File: src/rtl/td4_inst_decoder_if.sv
// Decoder-side bus for the TD4 instruction decoder: opcode/carry in, load enables, mux select and status out.
// The master drives op/carry_n (ROM + flag register side); the slave is the decoder.
interface td4_inst_decoder_if;
    logic [3:0] op;
    logic       carry_n;
    logic [3:0] load_n;
    logic [1:0] select;
    logic       illegal;

    modport master (
        output op,
        output carry_n,
        input  load_n,
        input  select,
        input  illegal
    );

    modport slave (
        input  op,
        input  carry_n,
        output load_n,
        output select,
        output illegal
    );
endinterface

File: src/rtl/td4_inst_decoder.sv
// TD4 instruction decoder: combinational opcode -> load_n/select, plus a sticky undefined-opcode flag.
// Optional macro TD4_DECODER_ILLEGAL_TRAP_EN: once illegal is set, all loads are held off until reset.
module td4_inst_decoder #(
    parameter logic [1:0] UNDEF_SELECT = 2'b11
) (
    input  logic              clk,
    input  logic              reset,
    td4_inst_decoder_if.slave dec
);

    localparam logic [3:0] LOAD_NONE = 4'b1111;
    localparam logic [3:0] LOAD_A    = 4'b1110;
    localparam logic [3:0] LOAD_B    = 4'b1101;
    localparam logic [3:0] LOAD_OUT  = 4'b1011;
    localparam logic [3:0] LOAD_PC   = 4'b0111;

    localparam logic [1:0] SEL_B     = 2'b01;
    localparam logic [1:0] SEL_ZERO  = 2'b11;

    logic [3:0] dec_load_n;
    logic [1:0] dec_select;
    logic       op_undef;
    logic       illegal_q;

    // carry_n is read only in the JNC arm so an unknown carry never leaks into other opcodes.
    always_comb begin
        dec_load_n = LOAD_NONE;
        dec_select = UNDEF_SELECT;
        op_undef   = 1'b0;
        case (dec.op)
            4'b0000, 4'b0001, 4'b0010, 4'b0011: begin
                dec_load_n = LOAD_A;
                dec_select = dec.op[1:0];
            end
            4'b0100, 4'b0101, 4'b0110, 4'b0111: begin
                dec_load_n = LOAD_B;
                dec_select = dec.op[1:0];
            end
            4'b1001: begin
                dec_load_n = LOAD_OUT;
                dec_select = SEL_B;
            end
            4'b1011: begin
                dec_load_n = LOAD_OUT;
                dec_select = SEL_ZERO;
            end
            4'b1110: begin
                dec_load_n = dec.carry_n ? LOAD_NONE : LOAD_PC;
                dec_select = SEL_ZERO;
            end
            4'b1111: begin
                dec_load_n = LOAD_PC;
                dec_select = SEL_ZERO;
            end
            default: begin
                op_undef = 1'b1;
            end
        endcase
    end

    always_ff @(posedge clk or posedge reset) begin
        if (reset) begin
            illegal_q <= 1'b0;
        end else if (op_undef) begin
            illegal_q <= 1'b1;
        end
    end

`ifdef TD4_DECODER_ILLEGAL_TRAP_EN
    assign dec.load_n = illegal_q ? LOAD_NONE : dec_load_n;
`else
    assign dec.load_n = dec_load_n;
`endif

    assign dec.select  = dec_select;
    assign dec.illegal = illegal_q;

endmodule

File: src/flat_wrapper.sv
// flat-port wrapper written by rule: the top's interface ports become plain ports
module td4_inst_decoder_flat 
#(
    parameter logic [1:0] UNDEF_SELECT = 2'b11
)
  (clk, reset, dec_op, dec_carry_n, dec_load_n, dec_select, dec_illegal);
  td4_inst_decoder_if dec_i ();
  input  logic clk;
  input  logic reset;
  input wire logic [$bits(dec_i.op)-1:0] dec_op;
  input wire logic [$bits(dec_i.carry_n)-1:0] dec_carry_n;
  output wire logic [$bits(dec_i.load_n)-1:0] dec_load_n;
  output wire logic [$bits(dec_i.select)-1:0] dec_select;
  output wire logic [$bits(dec_i.illegal)-1:0] dec_illegal;
  assign dec_i.op = dec_op;
  assign dec_i.carry_n = dec_carry_n;
  assign dec_load_n = dec_i.load_n;
  assign dec_select = dec_i.select;
  assign dec_illegal = dec_i.illegal;
  td4_inst_decoder #(.UNDEF_SELECT(UNDEF_SELECT)) u_core (.clk(clk), .reset(reset), .dec(dec_i));
endmodule
File: config.mk
export PLATFORM = sky130hd
export DESIGN_NAME = td4_inst_decoder_flat
export DESIGN_NICKNAME = d
export VERILOG_FILES = /design/src/rtl/td4_inst_decoder_if.sv /design/src/rtl/td4_inst_decoder.sv /design/src/flat_wrapper.sv
export SDC_FILE = /design/constraint.sdc
export NUM_CORES = 1
export LEC_CHECK = 0
export ABC_AREA = 1
export CORE_AREA = 2 2 39 41
export CTS_CLUSTER_DIAMETER = 30
export DETAILED_ROUTE_END_ITERATION = 8
export DIE_AREA = 0 0 41 43
export HOLD_SLACK_MARGIN = 0.03
export PLACE_DENSITY = 0.44
export SLEW_MARGIN = 20
export SYNTH_ARGS = -nofsm -noshare
export SYNTH_HDL_FRONTEND = slang
export SYNTH_SLANG_ARGS = --single-unit
File: constraint.sdc
create_clock -name clk -period 0.91 [get_ports clk]
set_clock_uncertainty 0.2 [all_clocks]
set_input_delay 0.091 -clock clk [delete_from_list [all_inputs] [get_ports clk]]
set_output_delay 0.091 -clock clk [all_outputs]
set_load 0.005 [all_outputs]
==> impl_metrics.csv, run 1 <==
group,metric,value,unit
global_routing,grt_pass1_vias,155,
global_routing,grt_use_met1,4.78,%
die,initial_core_util,7.69,%
sta,max_slew_margin,93.5,%
cells_and_area,largest_reg_flops,1,
worst_setup_path,crit_fanout,3,
die,die_area,0.00176,sq mm
yosys,synth_area_leaders,"dfrtp_1 (24%), nand2_1 (21%), inv_1 (14%)",
cells_and_area,nets,43,
cells_and_area,finish.instance_area,289,sq um
yosys,synth_nets,25,
worst_setup_path,end_kind,"output port",
place,portBuffers,13,
yosys,synth_cells,18,
sta,fmax,1120,MHz
sta,fin_crit_sh,98.4,%
global_routing,grt.busiest_layer,"met2",
sta,finalSetupViolCount,0,
power_and_ir_drop,seq_power_share,32.0,%
sta,hold_slack,0.0349,ns
die,die_h,43,um
sta,fin_ws,0.0146,ns
power_and_ir_drop,leakage,0.145,nW
power_and_ir_drop,clkPwrFrac,0,%
global_routing,track_usage,4.60,%
drt,first_pass_iters,4,
die,row_count,14,
drt,drcViolationCount,0,
global_routing,grt_antenna_before_repair,0,
worst_setup_path,arrival,0.60,ns
die,top_level_ports,14,
power_and_ir_drop,powerDensity,490,mW/mm^2
worst_setup_path,cp-start-kind,"input port",
cts,clock_latency,0,ns
cells_and_area,fill_cells,159,
drt,dr_total_vias,169,
job,drv_cap,0,
power_and_ir_drop,internal_power,0.100,mW
cells_and_area,diodes,0,
cts,clkTransAtPathRegs,0,ns
worst_hold_path,hp-class,"in -> async",
place,placed_cell_area,272,sq um
power_and_ir_drop,peakVddDrop,0.0902,mV
yosys,yosysTopAreaCellShare,23.5,%
power_and_ir_drop,swShare,29.4,%
yosys,synth_warnings,0,
sta,drv_slew,0,
drt,first_iter_violations,1,
cts,ctsHoldBuffers,0,
global_routing,grt_max_degree,6,
sta,rsz0062_at_grt,"yes",
yosys,syn_area,106,sq um
cells_and_area,drive_gt1_share,52.9,%
die,die_x,41,um
yosys,ys_seq_area_share,23.5,%
global_routing,use_met3,0.524,%
cells_and_area,final_util,20.9,%
global_routing,met2_usage,9.38,%
place,routabilityCongestion,0.509,
global_routing,overflow,0,
sta,finalCriticalPeriod,0.895,ns
sta,finalHoldViolations,0,
place,pre_cts_slack,-0.767,ns
yosys,synth_seq_cells,1,
sta,worst_slew_pin_slew,0.0970,ns
global_routing,grt_pass1_wl,614,um
drt,viasPerCell,3.38,
worst_setup_path,path_class,"in -> out",
drt,ant_nets,0,
yosys,synth_area_leader_cell,"dfrtp_1",
drt,wire_per_inst,7.64,um
power_and_ir_drop,comb_power_share,68.0,%
cells_and_area,syn_to_final_growth,172,%
worst_setup_path,critPathRequiredTime,0.62,ns
status,run_status,"completed",
sta,tns,0,ns
yosys,syn_avg_cell_area,5.91,sq um
die,design.core.area,0.00138,sq mm
power_and_ir_drop,p_sw,0.0417,mW
place,hpwl,280,um
drt,wl,382,um
yosys,yosysUniqueCellTypes,9,
[per-layer routing]
metal  vias up  routed length (um)
met4         0                   0
li1         87                   -
met2         7                 200
met5         -                   0
met3         0                  44
met1        75                 136
[placed cells by master, fill, tap and decap left out, types with 2 or more instances in the layout]
cell type,count
nand2_1,5
buf_6,2
inv_4,2
clkbuf_2,2
clkdlybuf4s15_1,3
inv_1,2
buf_4,2
dlygate4sd2_1,2
buf_2,3
[power by group through the flow]
stage          clock, mW  sequential [mW]  combinational, mW
6_report               0           0.0453             0.0964
5_1_grt                0           0.0453              0.106
4_1_cts                0           0.0453             0.0901
3_5_place_dp           0           0.0453             0.0893
3_3_place_gp           0           0.0453             0.0903
2_1_floorplan          0           0.0453             0.0229
[layout make-up]
class	count	area [sq um]	area share, %
multi-input combinational	12	85.1	29.4
tap	16	20.0	6.93
timing repair buffer	16	135	46.8
inverter	5	23.8	8.23
sequential	1	25.0	8.66
[logic make-up after synthesis]
kind of cell	Yosys count	synth area share, %
and+or+nand+nor	10	43.5
buffers and inverters	5	17.6
AOI/OAI and AO/OA	2	15.3
DFF	1	23.5
[Yosys cell counts, drive strengths merged]
cell type and count:
nor2 1, nand2 6, dfrtp 1, inv 5
a21o 2, nand3 3
[worst max-delay path, cell delays in order]
cell     delay, ns
buf_8         0.08
buf_6         0.10
nand3_4       0.07
a21o_1        0.15
buf_2         0.12
[path summary, 6_finish.rpt]
| check | start | endpoint | slack, ns | cells after the start |
|---|---|---|---|---|
| hold / removal | reset | u_core.dec.illegal | 0.03 | 2 |
| setup reg to reg | u_core.dec.illegal | u_core.dec.illegal | 0.14 | 2 |
| setup / recovery | dec_op[2] | dec_load_n[3] | 0.01 | 5 |
| hold reg to reg | u_core.dec.illegal | u_core.dec.illegal | 0.25 | 2 |
| max in group asynchronous | reset | u_core.dec.illegal | 0.38 | 2 |
| min in group clk | dec_op[1] | u_core.dec.illegal | 0.24 | 4 |
[repair_timing]
action	CTS	global route
pin swaps	4	0
endpoints found under the setup margin	8	5
cloned	0	0
gates resized for setup	41	8
setup buffers	2	0
[metrics by stage]
stage | power [mW] | cells
2_1_floorplan | 0.0681 | 18
3_3_place_gp | 0.136 | 49
3_5_place_dp | 0.135 | 49
4_1_cts | 0.135 | 50
5_1_grt | 0.151 | 50
6_report | 0.142 | 50
(Power assumes the default switching activity.)
==> inputs of run 2 (changes only) <==
==> constraint.sdc (replaced) <==
create_clock -name clk -period 0.91 [get_ports clk]
set_clock_uncertainty 0.2 [all_clocks]
set_input_delay 0.182 -clock clk [delete_from_list [all_inputs] [get_ports clk]]
set_output_delay 0.182 -clock clk [all_outputs]
set_load 0.005 [all_outputs]
==> run 2 against run 1 <==
Effect of this change: the flow now finishes with violations (negative setup slack); utilization increased by 3.3 points; via count increased by 4.7%; combinational power increased by 24%; die area unchanged; sequential power about the same; routed wire length increased by 3.4%; sequential cell count unchanged; largest cell class unchanged; largest power group unchanged.
==> impl_metrics.csv, run 2 (synthesis results as in run 1) <==
group,metric,value,unit
status,run_status,"finished with violations",
status,violations,"negative setup slack",
power_and_ir_drop,leakage,0.163,nW
worst_setup_path,cp-endpoint,"dec_select[1]",
worst_setup_path,rr_worst_depth,2,
sta,worst_slew_pin_slew,0.0785,ns
place,portBuffers,13,
cells_and_area,final_util,24.1,%
place,routabilityCongestion,0.509,
worst_setup_path,arrival,0.69,ns
cts,clock_latency,0,ns
sta,finalHoldViolations,0,
worst_setup_path,cp-start-kind,"input port",
cells_and_area,fin_cells,51,
worst_setup_path,crit_fanout,4,
job,drv_cap,0,
die,die_x,41,um
cells_and_area,nets,44,
die,initial_core_util,7.69,%
global_routing,grt_pass1_wl,558,um
drt,wl,395,um
drt,viasPerCell,3.47,
place,placed_cell_area,272,sq um
global_routing,overflow,0,
place,dp.cells,49,
drt,ant_nets,0,
drt,wire_per_inst,7.75,um
die,die_area,0.00176,sq mm
global_routing,grt_antenna_before_repair,0,
worst_hold_path,hp-class,"in -> async",
global_routing,grt_max_degree,6,
die,die_h,43,um
power_and_ir_drop,total_power,0.165,mW
drt,first_iter_violations,1,
cells_and_area,largest_reg_flops,1,
worst_setup_path,startpoint,"dec_op[2]",
cells_and_area,diodes,0,
cts,clkTransAtPathRegs,0,ns
global_routing,track_usage,4.20,%
sta,hold_slack,0.126,ns
power_and_ir_drop,powerDensity,495,mW/mm^2
drt,first_pass_iters,2,
place,hpwl,280,um
worst_setup_path,critPathRequiredTime,0.53,ns
sta,rsz0062_at_grt,"yes",
cts,ctsHoldBuffers,0,
worst_setup_path,rrSetupSlack,0.14,ns
worst_setup_path,r2r_start,"u_core.dec.illegal",
sta,max_slew_margin,94.7,%
global_routing,grt_pass1_vias,152,
cells_and_area,layout_common_cells,"buf_2 (6), nand2_1 (4), buf_6 (4)",
sta,finalCriticalPeriod,1.07,ns
sta,fin_crit_sh,118,%
drt,drcViolationCount,0,
worst_setup_path,end_kind,"output port",
cells_and_area,syn_to_final_growth,214,%
die,top_level_ports,14,
sta,finalSetupViolCount,4,
sta,drv_slew,0,
die,row_count,14,
drt,dr_total_vias,177,
die,design.core.area,0.00138,sq mm
worst_setup_path,worstReg2RegEnd,"u_core.dec.illegal",
worst_setup_path,path_class,"in -> out",
cells_and_area,final_common_cell,"buf_2",
power_and_ir_drop,peakVddDrop,0.0911,mV
cells_and_area,finish.instance_area,334,sq um
sta,fmax,933,MHz
cells_and_area,drive_gt1_share,68.6,%
sta,fin_ws,-0.162,ns
-- run 2: cell types whose count changed in the layout (fill, tap and decap cells not counted), sizes merged --
cell	previous run	this run
buf	8	15
clkbuf	2	0
clkdlybuf4s15	3	1
clkinv	0	1
dlygate4sd2	2	0
inv	5	4
-- run 2: through the flow --
step           setup TNS, ns  setup slack (ns)
4_1_cts               -0.408            -0.150
6_report              -0.431            -0.162
3_3_place_gp           -6.30            -0.959
5_1_grt               -0.563            -0.185
2_1_floorplan              0            0.0816
3_5_place_dp           -6.21            -0.949
-- run 2: how the worst min path moves through the flow --
stage	start	cells after the start	slack [ns]	end
finish	reset	2	0.13	u_core.dec.illegal
detailed placement	reset	2	0.13	u_core.dec.illegal
global placement	reset	2	0.13	u_core.dec.illegal
global route	reset	2	0.15	u_core.dec.illegal
CTS	reset	2	0.13	u_core.dec.illegal
floorplan	reset	1	-0.29	u_core.dec.illegal
-- run 2: final cells by class --
class	count	area [sq um]
flip-flops and latches	1	25.0
well taps	16	20.0
inverters	5	33.8
fillers	153	1050
repair buffers	17	160
multi-input cells	12	95.1
-- run 2: where the power goes --
part	switching, mW	total, mW	internal [mW]
clock network	0	0	0
logic	0.0471	0.120	0.0729
registers	0	0.0453	0.0453
total	0.0471	0.165	0.118
-- run 2: per-layer routing --
| metal | up-vias | track usage [%] | share of wire [%] |
|---|---|---|---|
| li1 | 91 | - | - |
| met1 | 79 | 4.14 | 30 |
| met2 | 7 | 8.75 | 59 |
| met3 | 0 | 0.524 | 11 |
| met4 | 0 | 0 | 0 |
| met5 | - | 0 | 0 |
-- run 2: repair_timing --
action / 4_1_cts / 5_1_grt
setup endpoints to repair: 8 / 6
pin swaps: 6 / 2
buffers inserted: 3 / 1
hold endpoints to repair: 0 / 0
gates resized for setup: 69 / 7
-- run 2: critical path, cell delays in order --
cell	delay, ns
buf_8	0.11
inv_4	0.05
nand2_4	0.04
a21o_2	0.19
buf_6	0.11
